<file path="src/rtl/tcam_lookup_sched.sv">
// Shares one TCAM port between NUM_REQ lookup requesters, a config-write port and a flush port.
// One operation in flight; each compare result is returned, tagged, to the requester that issued it.
module tcam_lookup_sched #(
  parameter int unsigned ID_Width    = 4,
  parameter int unsigned AddressSize = 4,
  parameter int unsigned Bits        = 8,
  parameter int unsigned NUM_REQ     = 4,
  parameter int unsigned CMP_LAT     = 3,
  localparam int unsigned TagW       = $clog2(NUM_REQ)
) (
  input  logic                         clk,
  input  logic                         rst_n,
  input  logic [NUM_REQ-1:0]           req_valid,
  input  logic [NUM_REQ*ID_Width-1:0]  req_id,
  output logic [NUM_REQ-1:0]           req_ready,
  output logic                         rsp_valid,
  output logic [TagW-1:0]              rsp_tag,
  output logic [ID_Width-1:0]          rsp_dst_id,
  input  logic                         cfg_wr_valid,
  output logic                         cfg_wr_ready,
  input  logic [AddressSize-1:0]       cfg_addr,
  input  logic [Bits-1:0]              cfg_data,
  input  logic [Bits-1:0]              cfg_mskb,
  input  logic                         cfg_vbe,
  input  logic                         cfg_dcs,
  input  logic                         cfg_vbi,
  input  logic                         flush_valid,
  output logic                         flush_ready,
  output logic                         busy,
  output logic [2:0]                   mem_mode,
  output logic [ID_Width-1:0]          mem_packet_id,
  output logic [AddressSize-1:0]       mem_a,
  output logic [Bits-1:0]              mem_data,
  output logic [Bits-1:0]              mem_mskb,
  output logic                         mem_vbe,
  output logic                         mem_dcs,
  output logic                         mem_vbi,
  input  logic [ID_Width-1:0]          mem_dst_id
);

  localparam int unsigned CntW = $clog2(CMP_LAT + 1);

  localparam logic [2:0] ModeIdle  = 3'b000;
  localparam logic [2:0] ModeWrite = 3'b001;
  localparam logic [2:0] ModeFlush = 3'b011;
  localparam logic [2:0] ModeCmp   = 3'b100;

  typedef enum logic [2:0] {StIdle, StIssue, StGap, StWait, StResp} state_e;

  state_e                 state_q, state_d;
  logic [TagW-1:0]        rr_q, rr_d;
  logic [TagW-1:0]        tag_q, tag_d;
  logic [CntW-1:0]        cnt_q, cnt_d;
  logic [2:0]             mode_q, mode_d;
  logic [ID_Width-1:0]    pid_q, pid_d;
  logic [AddressSize-1:0] addr_q, addr_d;
  logic [Bits-1:0]        data_q, data_d;
  logic [Bits-1:0]        mskb_q, mskb_d;
  logic                   vbe_q, vbe_d, dcs_q, dcs_d, vbi_q, vbi_d;
  logic                   rsp_valid_q, rsp_valid_d;
  logic [TagW-1:0]        rsp_tag_q, rsp_tag_d;
  logic [ID_Width-1:0]    rsp_dst_q, rsp_dst_d;

  logic                   grant_found;
  logic [TagW-1:0]        grant_idx;
  logic [TagW-1:0]        rr_next;
  logic [ID_Width-1:0]    grant_id;

  // Round-robin search starting at rr_q, then fixed flush > write > lookup priority.
  always_comb begin
    grant_found = 1'b0;
    grant_idx   = '0;
    for (int unsigned i = 0; i < NUM_REQ; i++) begin
      if (!grant_found && req_valid[TagW'((32'(rr_q) + i) % NUM_REQ)]) begin
        grant_found = 1'b1;
        grant_idx   = TagW'((32'(rr_q) + i) % NUM_REQ);
      end
    end
    grant_id = '0;
    for (int unsigned i = 0; i < NUM_REQ; i++) begin
      if (grant_idx == TagW'(i)) grant_id = req_id[i*ID_Width +: ID_Width];
    end
    rr_next = TagW'((32'(grant_idx) + 32'd1) % NUM_REQ);

    flush_ready  = 1'b0;
    cfg_wr_ready = 1'b0;
    req_ready    = '0;
    if (rst_n && (state_q == StIdle)) begin
      if (flush_valid) begin
        flush_ready = 1'b1;
      end else if (cfg_wr_valid) begin
        cfg_wr_ready = 1'b1;
      end else if (grant_found) begin
        req_ready[grant_idx] = 1'b1;
      end
    end
  end

  always_comb begin
    state_d     = state_q;
    rr_d        = rr_q;
    tag_d       = tag_q;
    cnt_d       = cnt_q;
    mode_d      = ModeIdle;
    pid_d       = pid_q;
    addr_d      = addr_q;
    data_d      = data_q;
    mskb_d      = mskb_q;
    vbe_d       = vbe_q;
    dcs_d       = dcs_q;
    vbi_d       = vbi_q;
    rsp_valid_d = 1'b0;
    rsp_tag_d   = rsp_tag_q;
    rsp_dst_d   = rsp_dst_q;
    unique case (state_q)
      StIdle: begin
        if (flush_ready) begin
          mode_d  = ModeFlush;
          state_d = StIssue;
        end else if (cfg_wr_ready) begin
          mode_d  = ModeWrite;
          addr_d  = cfg_addr;
          data_d  = cfg_data;
          mskb_d  = cfg_mskb;
          vbe_d   = cfg_vbe;
          dcs_d   = cfg_dcs;
          vbi_d   = cfg_vbi;
          state_d = StIssue;
        end else if (|req_ready) begin
          mode_d  = ModeCmp;
          pid_d   = grant_id;
          tag_d   = grant_idx;
          rr_d    = rr_next;
          state_d = StIssue;
        end
      end
      StIssue: begin
        if (mode_q == ModeCmp) begin
          cnt_d   = CntW'(1);
          state_d = StWait;
        end else begin
          state_d = StGap;
        end
      end
      StGap: state_d = StIdle;
      // StResp is the cycle in which mem_dst_id is valid, CMP_LAT cycles after issue.
      StWait: begin
        cnt_d = cnt_q + CntW'(1);
        if (cnt_q == CntW'(CMP_LAT - 1)) state_d = StResp;
      end
      StResp: begin
        rsp_valid_d = 1'b1;
        rsp_tag_d   = tag_q;
        rsp_dst_d   = mem_dst_id;
        cnt_d       = '0;
        state_d     = StIdle;
      end
      default: state_d = StIdle;
    endcase
  end

  always_ff @(posedge clk) begin
    if (!rst_n) begin
      state_q     <= StIdle;
      rr_q        <= '0;
      tag_q       <= '0;
      cnt_q       <= '0;
      mode_q      <= ModeIdle;
      pid_q       <= '0;
      addr_q      <= '0;
      data_q      <= '0;
      mskb_q      <= '0;
      vbe_q       <= 1'b0;
      dcs_q       <= 1'b0;
      vbi_q       <= 1'b0;
      rsp_valid_q <= 1'b0;
      rsp_tag_q   <= '0;
      rsp_dst_q   <= '0;
    end else begin
      state_q     <= state_d;
      rr_q        <= rr_d;
      tag_q       <= tag_d;
      cnt_q       <= cnt_d;
      mode_q      <= mode_d;
      pid_q       <= pid_d;
      addr_q      <= addr_d;
      data_q      <= data_d;
      mskb_q      <= mskb_d;
      vbe_q       <= vbe_d;
      dcs_q       <= dcs_d;
      vbi_q       <= vbi_d;
      rsp_valid_q <= rsp_valid_d;
      rsp_tag_q   <= rsp_tag_d;
      rsp_dst_q   <= rsp_dst_d;
    end
  end

  assign busy          = (state_q != StIdle);
  assign mem_mode      = mode_q;
  assign mem_packet_id = pid_q;
  assign mem_a         = addr_q;
  assign mem_data      = data_q;
  assign mem_mskb      = mskb_q;
  assign mem_vbe       = vbe_q;
  assign mem_dcs       = dcs_q;
  assign mem_vbi       = vbi_q;
  assign rsp_valid     = rsp_valid_q;
  assign rsp_tag       = rsp_tag_q;
  assign rsp_dst_id    = rsp_dst_q;

endmodule
</file>
<file path="config.mk">
export PLATFORM = sky130hd
export DESIGN_NAME = tcam_lookup_sched
export DESIGN_NICKNAME = d
export VERILOG_FILES = /design/src/rtl/tcam_lookup_sched.sv
export SDC_FILE = /design/constraint.sdc
export NUM_CORES = 1
export LEC_CHECK = 0
export ABC_AREA = 1
export CAP_MARGIN = 25
export CORE_ASPECT_RATIO = 2
export CORE_MARGIN = 4
export CORE_UTILIZATION = 47
export CTS_BUF_LIST = sky130_fd_sc_hd__clkbuf_4
export CTS_CLUSTER_SIZE = 28
export DETAILED_ROUTE_END_ITERATION = 8
export PLACE_DENSITY = 0.95
export SYNTH_ARGS = -nofsm -noshare
export SYNTH_HDL_FRONTEND = slang
export SYNTH_SLANG_ARGS = --single-unit
</file>
<file path="constraint.sdc">
create_clock -name clk -period 7.58 [get_ports clk]
set_input_delay 2.274 -clock clk [delete_from_list [all_inputs] [get_ports clk]]
set_output_delay 2.274 -clock clk [all_outputs]
set_load 0.01 [all_outputs]
</file>
; ---- Yosys cells after proc, flatten, opt, wreduce, memory -nomap -nowiden
; Index checks and enable logic that the tools add are counted.
[classes]
addsub = 5
n_lt_le_gt_ge = 6
n_reduce_logical = 19
mul = 0
shifts = 0
n_mux = 43
bitwise = 4
eq_ne = 11
n_div = 0
[op_table]
columns = op, count
row1 = $mux W4, 8
row2 = $mux W1, 16
row3 = $lt A2 B3 Y1 const B, 5
row4 = $mux W3, 5
row5 = $mux W2, 7
row6 = $pmux W3 S3, 1
row7 = $bmux W1 S2, 4
row8 = $reduce_or A4 Y1, 2
row9 = $add A2 B1 Y2 const B, 3
row10 = $eq A2 B2 Y1 const B, 3
row11 = $eq A3 B3 Y1 const B, 2
row12 = $pmux W2 S3, 1
row13 = $reduce_and A2 Y1, 3
row14 = $reduce_bool A3 Y1, 2
row15 = $logic_and A1 B1 Y1, 5
row16 = $add A2 B2 Y2 const B, 2
row17 = $ne A2 B2 Y1 const B, 2
row18 = $ne A4 B3 Y1 const B, 1
row19 = $not A1 Y1, 4
row20 = $reduce_and A4 Y1, 1
row21 = $eq A3 B1 Y1 const B, 1
row22 = $eq A3 B2 Y1 const B, 1
row23 = $logic_not A1 Y1, 3
row24 = $logic_not A3 Y1, 1
row25 = other kinds (5), 5
[word_totals]
mem_bits_rw = 0
inputBits = 51
mem_count = 0
latchBits = 0
rom_bits = 0
ff_bits = 46
output_inout_bits = 44

; ---- Depth between registers and ports, before layout
; Gate-level depths: netlist of the first run.
[depth]
ltp_word = 25
ltp_mapped = 20
depth_no_buf = 19

; ---- Worst setup path after synthesis of the first run
; OpenSTA, ideal clock, no wires.
[synth_path]
path_type = input to output
from = input port req_valid[3]
to = output port req_ready[2]
required_ps = 5306
n_path_buf = 0
cell_stages = 12
slack_ps = 1665
arrival_time_ps = 3641
cell_sequence = inv_1 nand2_1 nand3_1 nand2_2 nor2_4 nand3_2 nand2_1 nor2_4 inv_2 ha_1 inv_1 nor2_1
[synth_via]
elab_chain_len = 20
[synth_rtl]
columns = item, line_no
row1 = start: declaration, 13  ; input logic [NUM_REQ-1:0] req_valid,
row2 = $bmux W1 S2, 74  ; if (!grant_found && req_valid[TagW'((32'(rr_q) + i) % NUM_REQ)]) begin
row3 = $mux W1 (not written as such), 74
row4 = $mux W1, 74
row5 = $logic_not A1 Y1, 74
row6 = $logic_and A1 B1 Y1, 74
row7 = $mux W1, 74
row8 = $logic_not A1 Y1, 74
row9 = $logic_and A1 B1 Y1, 74
row10 = [4 not listed], n/a
row11 = $lt A2 B3 Y1 (not written as such) / $ge A2 B1 Y1 (equally long branches), 94  ; req_ready[grant_idx] = 1'b1;
row12 = $logic_and A1 B1 Y1 (not written as such), 94
row13 = $mux W1 (not written as such), 94
row14 = $demux W1 S2, 94
row15 = $mux W4 (*), 93  ; end else if (grant_found) begin
row16 = $mux W4 (*), 91  ; end else if (cfg_wr_valid) begin
row17 = $mux W4 (*), 89  ; if (flush_valid) begin
row18 = $mux W4 (*), 88  ; if (rst_n && (state_q == StIdle)) begin
row19 = end: declaration, 15  ; output logic [NUM_REQ-1:0] req_ready,
; Every way passes the cells marked *; elsewhere a longest branch is shown, timed or not. The select of a mux whose other input is x is not followed.

; ---- Worst setup path after layout of the first run
[layout_path]
from = input port req_valid[3]
to = output port req_ready[1]
; Same word-level chain as after synthesis.

==> results of run 1 <==
## final cells by class
class,instances,area share (%)
multi-input cells,230,34.6
clock inverters,2,0.270
flip-flops and latches,46,28.4
clock buffers,6,1.39
inverters,32,3.85
repair buffers,96,29.4
well taps,55,2.12
## worst max-delay path: stages
cell and delay [ns]:
clkdlybuf4s50_1 0.42, inv_1 0.07, nand2_1 0.07, nand3_1 0.15, nand2_2 0.09, nor2_4 0.15
nand4_1 0.19, nand2_2 0.20, ha_1 0.33, inv_1 0.15, nor2_1 0.13, clkdlybuf4s50_1 0.54
## synthesized netlist by cell type, types with 2 or more instances
master / n
dfxtp_1: 46
nor2_4: 2
inv_2: 5
inv_1: 26
clkbuf_1: 8
nor3_1: 2
nor2_1: 81
o21ai_0: 33
nand3_2: 2
nand2_2: 6
a21oi_1: 12
nand3_1: 17
nand3b_1: 4
nand2_1: 52
o21ai_1: 2
ha_1: 4
## worst min path at each step
stage | depth (start not counted) | to | slack (ns)
2_1_floorplan | 2 | cnt_q[1]$_SDFFE_PN0P_ | 0.44
3_3_place_gp | 2 | cnt_q[1]$_SDFFE_PN0P_ | 0.45
3_5_place_dp | 2 | cnt_q[1]$_SDFFE_PN0P_ | 0.46
4_1_cts | 2 | cnt_q[1]$_SDFFE_PN0P_ | 0.48
5_1_grt | 2 | cnt_q[1]$_SDFFE_PN0P_ | 0.54
6_report | 2 | cnt_q[1]$_SDFFE_PN0P_ | 0.48
## state kept, by name, summed over array words and instances, names as in the netlist
name,count
mem_vbi,1
state_q,3
mem_mskb,8
rr_q,2
tag_q,2
rsp_dst_id,4
rsp_valid,1
rsp_tag,2
cnt_q,2
mem_mode,3
mem_data,8
mem_packet_id,4
mem_vbe,1
mem_dcs,1
mem_a,4
## stage by stage
| stage | total power [mW] | util [%] | cells | cell area, um2 |
|---|---|---|---|---|
| 2_1_floorplan | 0.564 | - | 317 | 2200 |
| 3_3_place_gp | 0.695 | 70.1 | 459 | 3190 |
| 3_5_place_dp | 0.709 | 70.1 | 459 | 3190 |
| 4_1_cts | 0.822 | 71.3 | 467 | 3250 |
| 5_1_grt | 0.884 | 71.3 | 467 | 3250 |
| 6_report | 0.817 | 71.3 | 467 | 3250 |
## layer usage
layer	up-vias	share of wire [%]	GRT usage, %
li1	1205	-	-
met1	1083	36	20.8
met2	86	55	41.5
met3	18	5.5	5.69
met4	0	3.3	10.9
met5	-	0	0
## kinds of logic after synthesis
| kind of cell | share of synthesized area, % |
|---|---|
| and+or+nand+nor | 34.7 |
| AOI/OAI and AO/OA | 13.7 |
| DFF | 41.8 |
| buffers and inverters | 7.55 |
| adders and majority gates | 2.27 |
## power by group
group          internal (mW)  total, mW  switching, mW
registers              0.274      0.297         0.0232
logic                  0.174      0.409          0.235
clock network         0.0386      0.111         0.0722
total                  0.487      0.817          0.331
==> results.ini, run 1 <==
[synth]
syn_inst=317
synth_area_leaders=dfxtp_1, nor2_1, nand2_1
synth-edff-count=0
synth-main-ff-cell=dfxtp_1
ys_ff_latch=46
async_flop_share_pct=0
synth_nets=372
syn-mean-instance-area_um2=6.95
yosysWarningCount=0
synth_top_cell_area_share_pct=41.8
ys_types=31
synth_top_cell_by_area=dfxtp_1
yosysSeqAreaShare_pct=41.8
synthesis.area_mm2=0.00220

[floorplanning]
rows=35
dieArea_mm2=0.00592
ios=95
coreArea_mm2=0.00455
die_width_um=56.4
die_h_um=105
start_util_pct=48.4

[placed_design]
dpl_worst_slack_ns=0.557
dp_hpwl_um=4880
portBuffers=94
place.gp.congestion=0.976

[detailed_routing]
drt_iter0_markers=125
totalWireLength_um=6210
drt_first_pass_iters=4
route.vias.total=2392
wire_per_inst_um=13.3
drc_errors=0
detail-route-antenna-nets=0
via_per_inst=5.12

[global_route]
grt-ovfl-total=0
grt_first_pass_wirelength_um=10600
grtUsageTotal_pct=22.0
antenna_found_initial=0
grt_pass1_vias=2441
grt_max_degree=38

[critical_path]
r2r_start=rr_q[0]$_SDFFE_PN0P_
crit_path_end_kind=output pin
ff2ff_path_depth=14
endpoint=req_ready[1]
path_class=in2out
r2r_end=rr_q[1]$_SDFFE_PN0P_
critPathMaxFanout=8
cp.arrival_ns=4.76
cp.required_ns=5.31
r2r_slack_ns=4.70
start_kind=input pin
startpoint=req_valid[3]

[sta]
skew_ns=0.0117
post-route-period-util_pct=92.8
fmax_ghz=0.142
fin_ws_ns=0.546
slew_violations=0
rsz0062_at_grt=no
period_minus_slack_ns=7.03
setup_viol=0
max_slew_margin_pct=46.2
finalHoldViolCount=0
whs_ns=0.482
fin_setup_tns_ns=0
tightest_slew_ns=0.801

[finish]
regArea_um2=921
n_fill_cell=375
drive_gt1_share_pct=7.77
nets=466
final_common_cell=clkdlybuf4s50_1
multi_input_area_mm2=0.00112
syn_to_final_growth_pct=47.3
final_cell_mix=clkdlybuf4s50_1, nor2_1, nand2_1, dfxtp_1, o21ai_0
n_antenna_cell=0

[clocking]
clk_pin_slew_worst_paths_ns=0.13
cts_sinks=46
numCtsBuffers=5
cts_setup_buffers=0
ctsResizeCount=0
worstSkewPairLatency_ns=0.34
postCtsHoldBufs=0
ctsHtreeMaxLevel=2
cts_root_buffer=clkbuf_4
cts_tree=built
clk_path_buf_depth=2

[power]
peakVddDrop_mv=0.229
powerDensity_mw_per_mm2=252
p_leak_nw=1.46

[run]
maxCapViolations=0

[hold_path]
min-delay-start=cnt_q[1]$_SDFFE_PN0P_
hold_path_class=reg2reg

[status]
outcome=complete, no violations

No activity file was read; power rests on OpenSTA's default activity.
==> inputs of run 2 (changes only) <==
--- a/config.mk
+++ b/config.mk
@@ -14,6 +14,7 @@
 export CTS_CLUSTER_SIZE = 28
 export DETAILED_ROUTE_END_ITERATION = 8
 export PLACE_DENSITY = 0.95
+export SLEW_MARGIN = 5
 export SYNTH_ARGS = -nofsm -noshare
 export SYNTH_HDL_FRONTEND = slang
 export SYNTH_SLANG_ARGS = --single-unit
==> results of run 2 <==
The final DEF is identical to that of run 1; final timing and power are the same.
